--- config.mk ---
export PLATFORM = sky130hd
export DESIGN_NAME = inst_loader
export DESIGN_NICKNAME = d
export VERILOG_FILES = /design/src/rtl/inst_loader.sv
export SDC_FILE = /design/constraint.sdc
export NUM_CORES = 1
export LEC_CHECK = 0
export CORE_AREA = 2 2 82 84
export DETAILED_ROUTE_END_ITERATION = 16
export DIE_AREA = 0 0 84 86
export PLACE_DENSITY = 0.84
export SYNTH_ARGS = -nofsm -noshare
export SYNTH_HDL_FRONTEND = slang
export SYNTH_SLANG_ARGS = --single-unit
--- constraint.sdc ---
create_clock -name i_clk -period 1.8 [get_ports i_clk]
set_clock_uncertainty 0.1 [all_clocks]
set_input_delay 0.18 -clock i_clk [delete_from_list [all_inputs] [get_ports i_clk]]
set_output_delay 0.18 -clock i_clk [all_outputs]
set_load 0.05 [all_outputs]
--- src/rtl/inst_loader.sv ---
// inst_loader: serial boot loader that assembles bytes into instruction words; define STEP_MODE_EN for single-step CPU control
module inst_loader #(
    parameter int NBITS  = 32,
    parameter int ADDR_W = 8
) (
    input  logic              i_clk,
    input  logic              i_rst,
    input  logic [7:0]        i_rx_data,
    input  logic              i_rx_valid,
    output logic              o_inst_mem_wr_en,
    output logic [ADDR_W-1:0] o_inst_mem_addr,
    output logic [NBITS-1:0]  o_inst_mem_data,
    output logic              o_cpu_en,
    output logic              o_load_done,
    output logic              o_overflow
);

    typedef enum logic [1:0] {IDLE, LOAD, RUN} state_t;

    localparam logic [7:0]        SYNC      = 8'hA5;
    localparam logic [ADDR_W-1:0] LAST_SLOT = ~ADDR_W'(3);
    localparam logic [ADDR_W-1:0] ADDR_STEP = ADDR_W'(4);
`ifdef STEP_MODE_EN
    localparam logic [7:0]        STEP      = 8'h53;
    localparam logic [7:0]        CONT      = 8'h43;
    localparam logic [7:0]        PAUSE     = 8'h50;
`endif

    state_t             state_q, state_d;
    logic [ADDR_W-1:0]  addr_q, addr_d;
    logic [1:0]         cnt_q, cnt_d;
    logic [NBITS-1:0]   word_q, word_d;
    logic               wr_en_q, wr_en_d;
    logic [ADDR_W-1:0]  wr_addr_q, wr_addr_d;
    logic [NBITS-1:0]   wr_data_q, wr_data_d;
    logic               ovf_q, ovf_d;
`ifdef STEP_MODE_EN
    logic               cont_q, cont_d;
    logic               step_q, step_d;
`endif

    // Next-state logic: sync detection, little-endian byte assembly, write issue and RUN-mode commands
    always_comb begin
        state_d   = state_q;
        addr_d    = addr_q;
        cnt_d     = cnt_q;
        word_d    = word_q;
        wr_en_d   = 1'b0;
        wr_addr_d = wr_addr_q;
        wr_data_d = wr_data_q;
        ovf_d     = ovf_q;
`ifdef STEP_MODE_EN
        cont_d    = cont_q;
        step_d    = 1'b0;
`endif
        case (state_q)
            IDLE: begin
                if (i_rx_valid && i_rx_data == SYNC) begin
                    state_d = LOAD;
                    addr_d  = '0;
                    cnt_d   = '0;
                end
            end
            LOAD: begin
                if (i_rx_valid) begin
                    word_d = {i_rx_data, word_q[NBITS-1:8]};
                    cnt_d  = cnt_q + 2'd1;
                    if (cnt_q == 2'd3) begin
                        wr_en_d   = 1'b1;
                        wr_addr_d = addr_q;
                        wr_data_d = word_d;
                        addr_d    = addr_q + ADDR_STEP;
                    end
                end
                // The strobe cycle decides termination: halt word or last slot filled
                if (wr_en_q && ((&wr_data_q) || wr_addr_q == LAST_SLOT)) begin
                    state_d = RUN;
                    ovf_d   = ~(&wr_data_q);
                end
            end
            RUN: begin
                if (i_rx_valid && i_rx_data == SYNC) begin
                    state_d = LOAD;
                    addr_d  = '0;
                    cnt_d   = '0;
                    ovf_d   = 1'b0;
`ifdef STEP_MODE_EN
                    cont_d  = 1'b0;
                end else if (i_rx_valid && i_rx_data == STEP) begin
                    step_d  = 1'b1;
                end else if (i_rx_valid && i_rx_data == CONT) begin
                    cont_d  = 1'b1;
                end else if (i_rx_valid && i_rx_data == PAUSE) begin
                    cont_d  = 1'b0;
`endif
                end
            end
            default: state_d = IDLE;
        endcase
    end

    // State registers with synchronous active-low reset; reset also cancels any pending write strobe
    always_ff @(posedge i_clk) begin
        if (!i_rst) begin
            state_q   <= IDLE;
            addr_q    <= '0;
            cnt_q     <= '0;
            word_q    <= '0;
            wr_en_q   <= 1'b0;
            wr_addr_q <= '0;
            wr_data_q <= '0;
            ovf_q     <= 1'b0;
`ifdef STEP_MODE_EN
            cont_q    <= 1'b0;
            step_q    <= 1'b0;
`endif
        end else begin
            state_q   <= state_d;
            addr_q    <= addr_d;
            cnt_q     <= cnt_d;
            word_q    <= word_d;
            wr_en_q   <= wr_en_d;
            wr_addr_q <= wr_addr_d;
            wr_data_q <= wr_data_d;
            ovf_q     <= ovf_d;
`ifdef STEP_MODE_EN
            cont_q    <= cont_d;
            step_q    <= step_d;
`endif
        end
    end

    assign o_inst_mem_wr_en = wr_en_q;
    assign o_inst_mem_addr  = wr_addr_q;
    assign o_inst_mem_data  = wr_data_q;
    assign o_load_done      = (state_q == RUN);
    assign o_overflow       = ovf_q;
`ifdef STEP_MODE_EN
    assign o_cpu_en         = (state_q == RUN) && (cont_q || step_q);
`else
    assign o_cpu_en         = (state_q == RUN);
`endif

endmodule
### Yosys cells after proc, flatten, opt, wreduce, memory -nomap -nowiden

Cells that the tools add are included.

* register bits: 86
* latch bits: 0
* memory bits (writable): 0
* ROM bits: 0
* bits of input ports: 11
* output and inout port bits: 44
* word-level logic and storage cells: 50
* memories kept: 0

* add/subtract/negate cells: 2
* multiply operators: 0
* divide/modulo/power cells: 0
* magnitude comparators: 0
* equality and inequality tests: 10
* shifts and indexed selects: 0
* multiplexer cells: 14
* bitwise logic cells: 1
* reduce and logical (&&, ||, !) cells: 15

Operators by type and width (count)
* AND reduction 32 bit: 1
* two-way mux 8 bit: 3
* == test 8 bit, second input constant: 2
* one-hot mux 8 bit (2 select lines): 1
* AND reduction 3 bit: 4
* adder 8 x 3 -> 8 bit, second input constant: 1
* two-way mux 2 bit: 4
* one-hot mux 2 bit (2 select lines): 2
* != test 2 bit, second input constant: 3
* == test 2 bit, second input constant: 2
* != test 2 x 1 -> 1 bit, second input constant: 2
* AND reduction 2 bit: 2
* AND reduction 4 bit: 1
* nonzero test 2 bit: 2
* two-way mux 1 bit: 3
* adder 2 x 1 -> 2 bit, second input constant: 1
* == test 2 x 1 -> 1 bit, second input constant: 1
* logical AND 1 bit: 2
* zero test 2 bit: 1
* one-hot mux 1 bit (2 select lines): 1
* OR reduction 2 bit: 1
* logical OR 1 bit: 1
* NOT 1 bit: 1

### Depth between registers and ports, before layout

* word-level depth: 5
* depth in mapped cells: 7
* depth with buffers taken out: 5

### Least setup slack after synthesis

No wires, ideal clock.

* kind: register to register
* start: register wr_data_q[25] (netlist: o_inst_mem_data[25])
* end: register state_q[0]
* library setup time: 0.119 ns
* arrival time: 1.467 ns
* required time: 1.581 ns
* setup slack: 0.114 ns
* stages on the path, launching flop included: 5
* path buffers: 0
* clock period less this slack: 1.686 ns
* cells stage by stage: dfxtp_1 -> nand4_1 -> nor4_1 -> a32oi_1 -> o221a_2

* cells in the longest elaborated chain, start to end: 5

RTL lines
* start, declared: line 35 `logic [NBITS-1:0] wr_data_q, wr_data_d;`
* start signal, assigned: line 124 `wr_data_q <= wr_data_d;`
* AND reduction 32 bit: line 76 `if (wr_en_q && ((&wr_data_q) || wr_addr_q == LAST_SLOT)) begin`
* logical OR 1 bit: line 76
* logical AND 1 bit: line 76
* != test 2 bit (no line)
* AND reduction 2 bit (no line)
* end signal, assigned: line 118 `state_q <= state_d;`
* end, declared: line 29 `state_t state_q, state_d;`

No other way between the ends.
A chain may end at the register's enable or synchronous reset.

### Final worst setup path

* start: register cnt_q[0]
* end: register addr_q[5]

* cells in the longest elaborated chain, start to end: 3

RTL lines
* start, declared: line 31 `logic [1:0] cnt_q, cnt_d;`
* start signal, assigned: line 120 `cnt_q <= cnt_d;`
* == test 2 bit: line 68 `if (cnt_q == 2'd3) begin`
* != test 2 bit (no line)
* AND reduction 4 bit (no line)
* end signal, assigned: line 119 `addr_q <= addr_d;`
* end, declared: line 30 `logic [ADDR_W-1:0] addr_q, addr_d;`

No other way between the ends.

==> impl_metrics.tcl <==
set metrics [dict create \
    cts_max_path_buffers 2 \
    synthCells 351 \
    cts_buffers 9 \
    r2r-end "addr_q[5]$_SDFFE_PN0P_" \
    fp.dieW_um 84 \
    first_pass_iters 4 \
    leakage_uw 0.00141 \
    coreArea_um2 6280 \
    die_area_um2 7220 \
    diodes 0 \
    clkSlewWorstSetupHoldPaths_ns 0.08 \
    min_path_cells 2 \
    drv_slew 0 \
    layout-area-overhead-vs-synth_pct 22.9 \
    whs_ns 0.362 \
    worstReg2RegStart "cnt_q[0]$_SDFFE_PN0P_" \
    met2RoutedLength_um 3420 \
    start_util 0.491 \
    clock_latency_ns 0.35 \
    netlist_area_um2 3080 \
    slew_headroom 0.665 \
    power_density_nw_per_um2 761 \
    nNetsFinal 419 \
    cts_root_buffer "clkbuf_8" \
    ys_async_sr_fraction 0 \
    cp.required_ns 1.93 \
    reg2reg_setup_slack_ns 0.19 \
    crit_chain "ha_1 > and4b_1 > buf_4 > nand4_1 > xor2_1 > nor2_1" \
    fin_ws_ns 0.195 \
    place.port_buffers 52 \
    cts_tree "built" \
    vias 2624 \
    groute.usage.overall 0.207 \
    start_kind "flop" \
    max_freq_mhz 623 \
    hold_end "word_q[8]$_SDFFE_PN0P_" \
    slowest_stage "dfxtp_1" \
    routed_wl_um 7030 \
    utilization 0.603 \
    critPathArrivalTime_ns 1.74 \
    place_inst 472 \
    met1Wirelength_um 3090 \
    min_period_ns 1.61 \
    synth.top_cell.area_share 0.481 \
    dp_hpwl_um 4930 \
    die_height_um 86 \
    pre_cts_slack_ns -0.0556 \
    instances_no_fill 487 \
    criticalPathCategory "flop to flop" \
    grt_max_degree 56 \
    rsz0062_at_grt "no" \
    drc_errors 0 \
    seq_area_um2 1480 \
    yosysTopAreaCell "dfxtp_1" \
    ys_seq_elements 74 \
    ioPinCount 55 \
    hp-class "flop to flop" \
    peakVddDrop_mv 0.542 \
    place_congestion 0.837 \
    reg2regPathDepth 6 \
    final-hold-violation-count 0 \
    first_iter_violations 233 \
    maxCapViolCount 0 \
    outcome "complete, no violations" \
    drtAntennaViolNets 0 \
    fin_setup_tns_ns 0 \
    via_per_inst 5.39 \
    syn_avg_cell_area_um2 8.77 \
    fillers 527 \
    yosysSeqAreaShare 0.481 \
    synth_ff_type "dfxtp_1" \
    first_global_vias 2523 \
    post-route-period-util 0.892 \
    yosysWarnings 0 \
    rows 29 \
    grt.overflow.total 0 \
    setup_violations 0 \
    min_from "word_q[8]$_SDFFE_PN0P_" \
    crit_path_max_fanout 13 \
    endpoint_kind "flop" \
    grt_pass1_wl_um 11900 \
    multi_input_area_um2 1420 \
    highest_layer "met4" \
    clock_sinks 74 \
    ctsHoldBuffers 0 \
    cp-startpoint "cnt_q[0]$_SDFFE_PN0P_" \
    layout-drive-gt1-share 0.207 \
    synth_cell_types 41 \
    worst_pin_slew_ns 0.502 \
    slowest_delay_ns 0.36 \
    routedWlPerCell_um 14.4 \
    ys_top_cells_by_area "dfxtp_1 (48%), nand2_1 (16%), a21boi_0 (12%)" \
    htree_levels 3 \
    antenna_found_initial 0 \
    wl_met3_um 376 \
    synth-edff-count 0 \
]
==> how the worst max path moves through the flow <==
stage | end | depth (start not counted)
floorplan | state_q[0]$_SDFFE_PN0P_ | 4
global placement | addr_q[7]$_SDFFE_PN0P_ | 5
detailed placement | addr_q[5]$_SDFFE_PN0P_ | 5
CTS | o_inst_mem_addr[3] | 1
global route | state_q[0]$_SDFFE_PN0P_ | 5
finish | addr_q[5]$_SDFFE_PN0P_ | 6
==> cell usage in the layout, fill, tap and decap left out, types with 2 or more instances in the layout <==
master           Yosys  routed
nand2_1            128     128
dfxtp_1             74      74
a21boi_0            50      50
buf_4                8      48
nand4_1             11      11
clkbuf_8             0      11
a21boi_2            10      10
clkdlybuf4s50_1      0      10
nor2_1               8       8
buf_12               2       5
xor2_1               4       4
nand3_1              4       4
inv_1                3       3
and4_1               3       3
a21boi_1             3       3
clkinv_2             0       3
xnor2_1              2       2
nor4_1               3       2
ha_1                 2       2
conb_1               1       2
dlygate4sd2_1        0       2
==> cells in the mapped netlist (2+ instances only) <==
library cell,instances
nand3_1,4
xnor2_1,2
a21boi_1,3
nand4_1,11
nor4_1,3
xor2_1,4
buf_12,2
buf_6,2
buf_2,5
ha_1,2
a21boi_2,10
buf_4,8
inv_1,3
a21boi_0,50
nand2_1,128
and4_1,3
clkbuf_1,7
dfxtp_1,74
nor2_1,8
==> worst max-delay path, delay by kind of cell (launching register included) <==
family,cells,cell delay [ns]
buffers and inverters,1,0.20
adders and majority gates,1,0.23
DFF,1,0.36
xor gates and xnor gates,1,0.16
and+or+nand+nor,3,0.43
==> final cells by class <==
| cell class | instances | area share |
|---|---|---|
| Clock buffer | 12 | 0.0410 |
| Clock inverter | 3 | 0.00397 |
| Inverter | 3 | 0.00298 |
| Multi-Input combinational cell | 251 | 0.376 |
| Sequential cell | 74 | 0.392 |
| Tap cell | 77 | 0.0255 |
| Timing Repair Buffer | 67 | 0.159 |
==> flip-flops by register name, indices dropped and copies added, names as in the netlist <==
signal            count
o_inst_mem_data      32
state_q               2
addr_q                6
o_inst_mem_wr_en      1
cnt_q                 2
o_inst_mem_addr       6
o_overflow            1
word_q               24
==> stage by stage <==
| step | total power (uW) | area, um2 |
|---|---|---|
| finish | 2880 | 3780 |
| global route | 2970 | 3780 |
| CTS | 2900 | 3770 |
| detailed placement | 1770 | 3600 |
| global placement | 1770 | 3600 |
| floorplan | 1730 | 3080 |
==> kinds of logic after synthesis <==
family | after synthesis | share of synthesized area
AOI/OAI and AO/OA | 69 | 0.184
xor gates and xnor gates | 6 | 0.0171
adders and majority gates | 2 | 0.00813
buffers and inverters | 27 | 0.0601
DFF | 74 | 0.481
other | 1 | 0.00122
and+or+nand+nor | 172 | 0.248
==> layer usage <==
metal  up-vias  GRT usage
met2        71      0.332
met1      1264      0.264
met3        16     0.0529
li1       1273          -
met5         -          0
met4         0     0.0953
==> power breakdown <==
group / switching [uW] / total [uW] / internal [uW]
sequential: 0.249 / 1640 / 1640
clock: 582 / 1140 / 562
combinational: 47.4 / 99.1 / 51.7
total: 630 / 2880 / 2250
==> repair_timing <==
action / 4_1_cts / 5_1_grt
buffers inserted: 0 / 0
endpoints found under the setup margin: 2 / 3
resized for setup: 2 / 3
No activity file was read; power rests on OpenSTA's default activity.
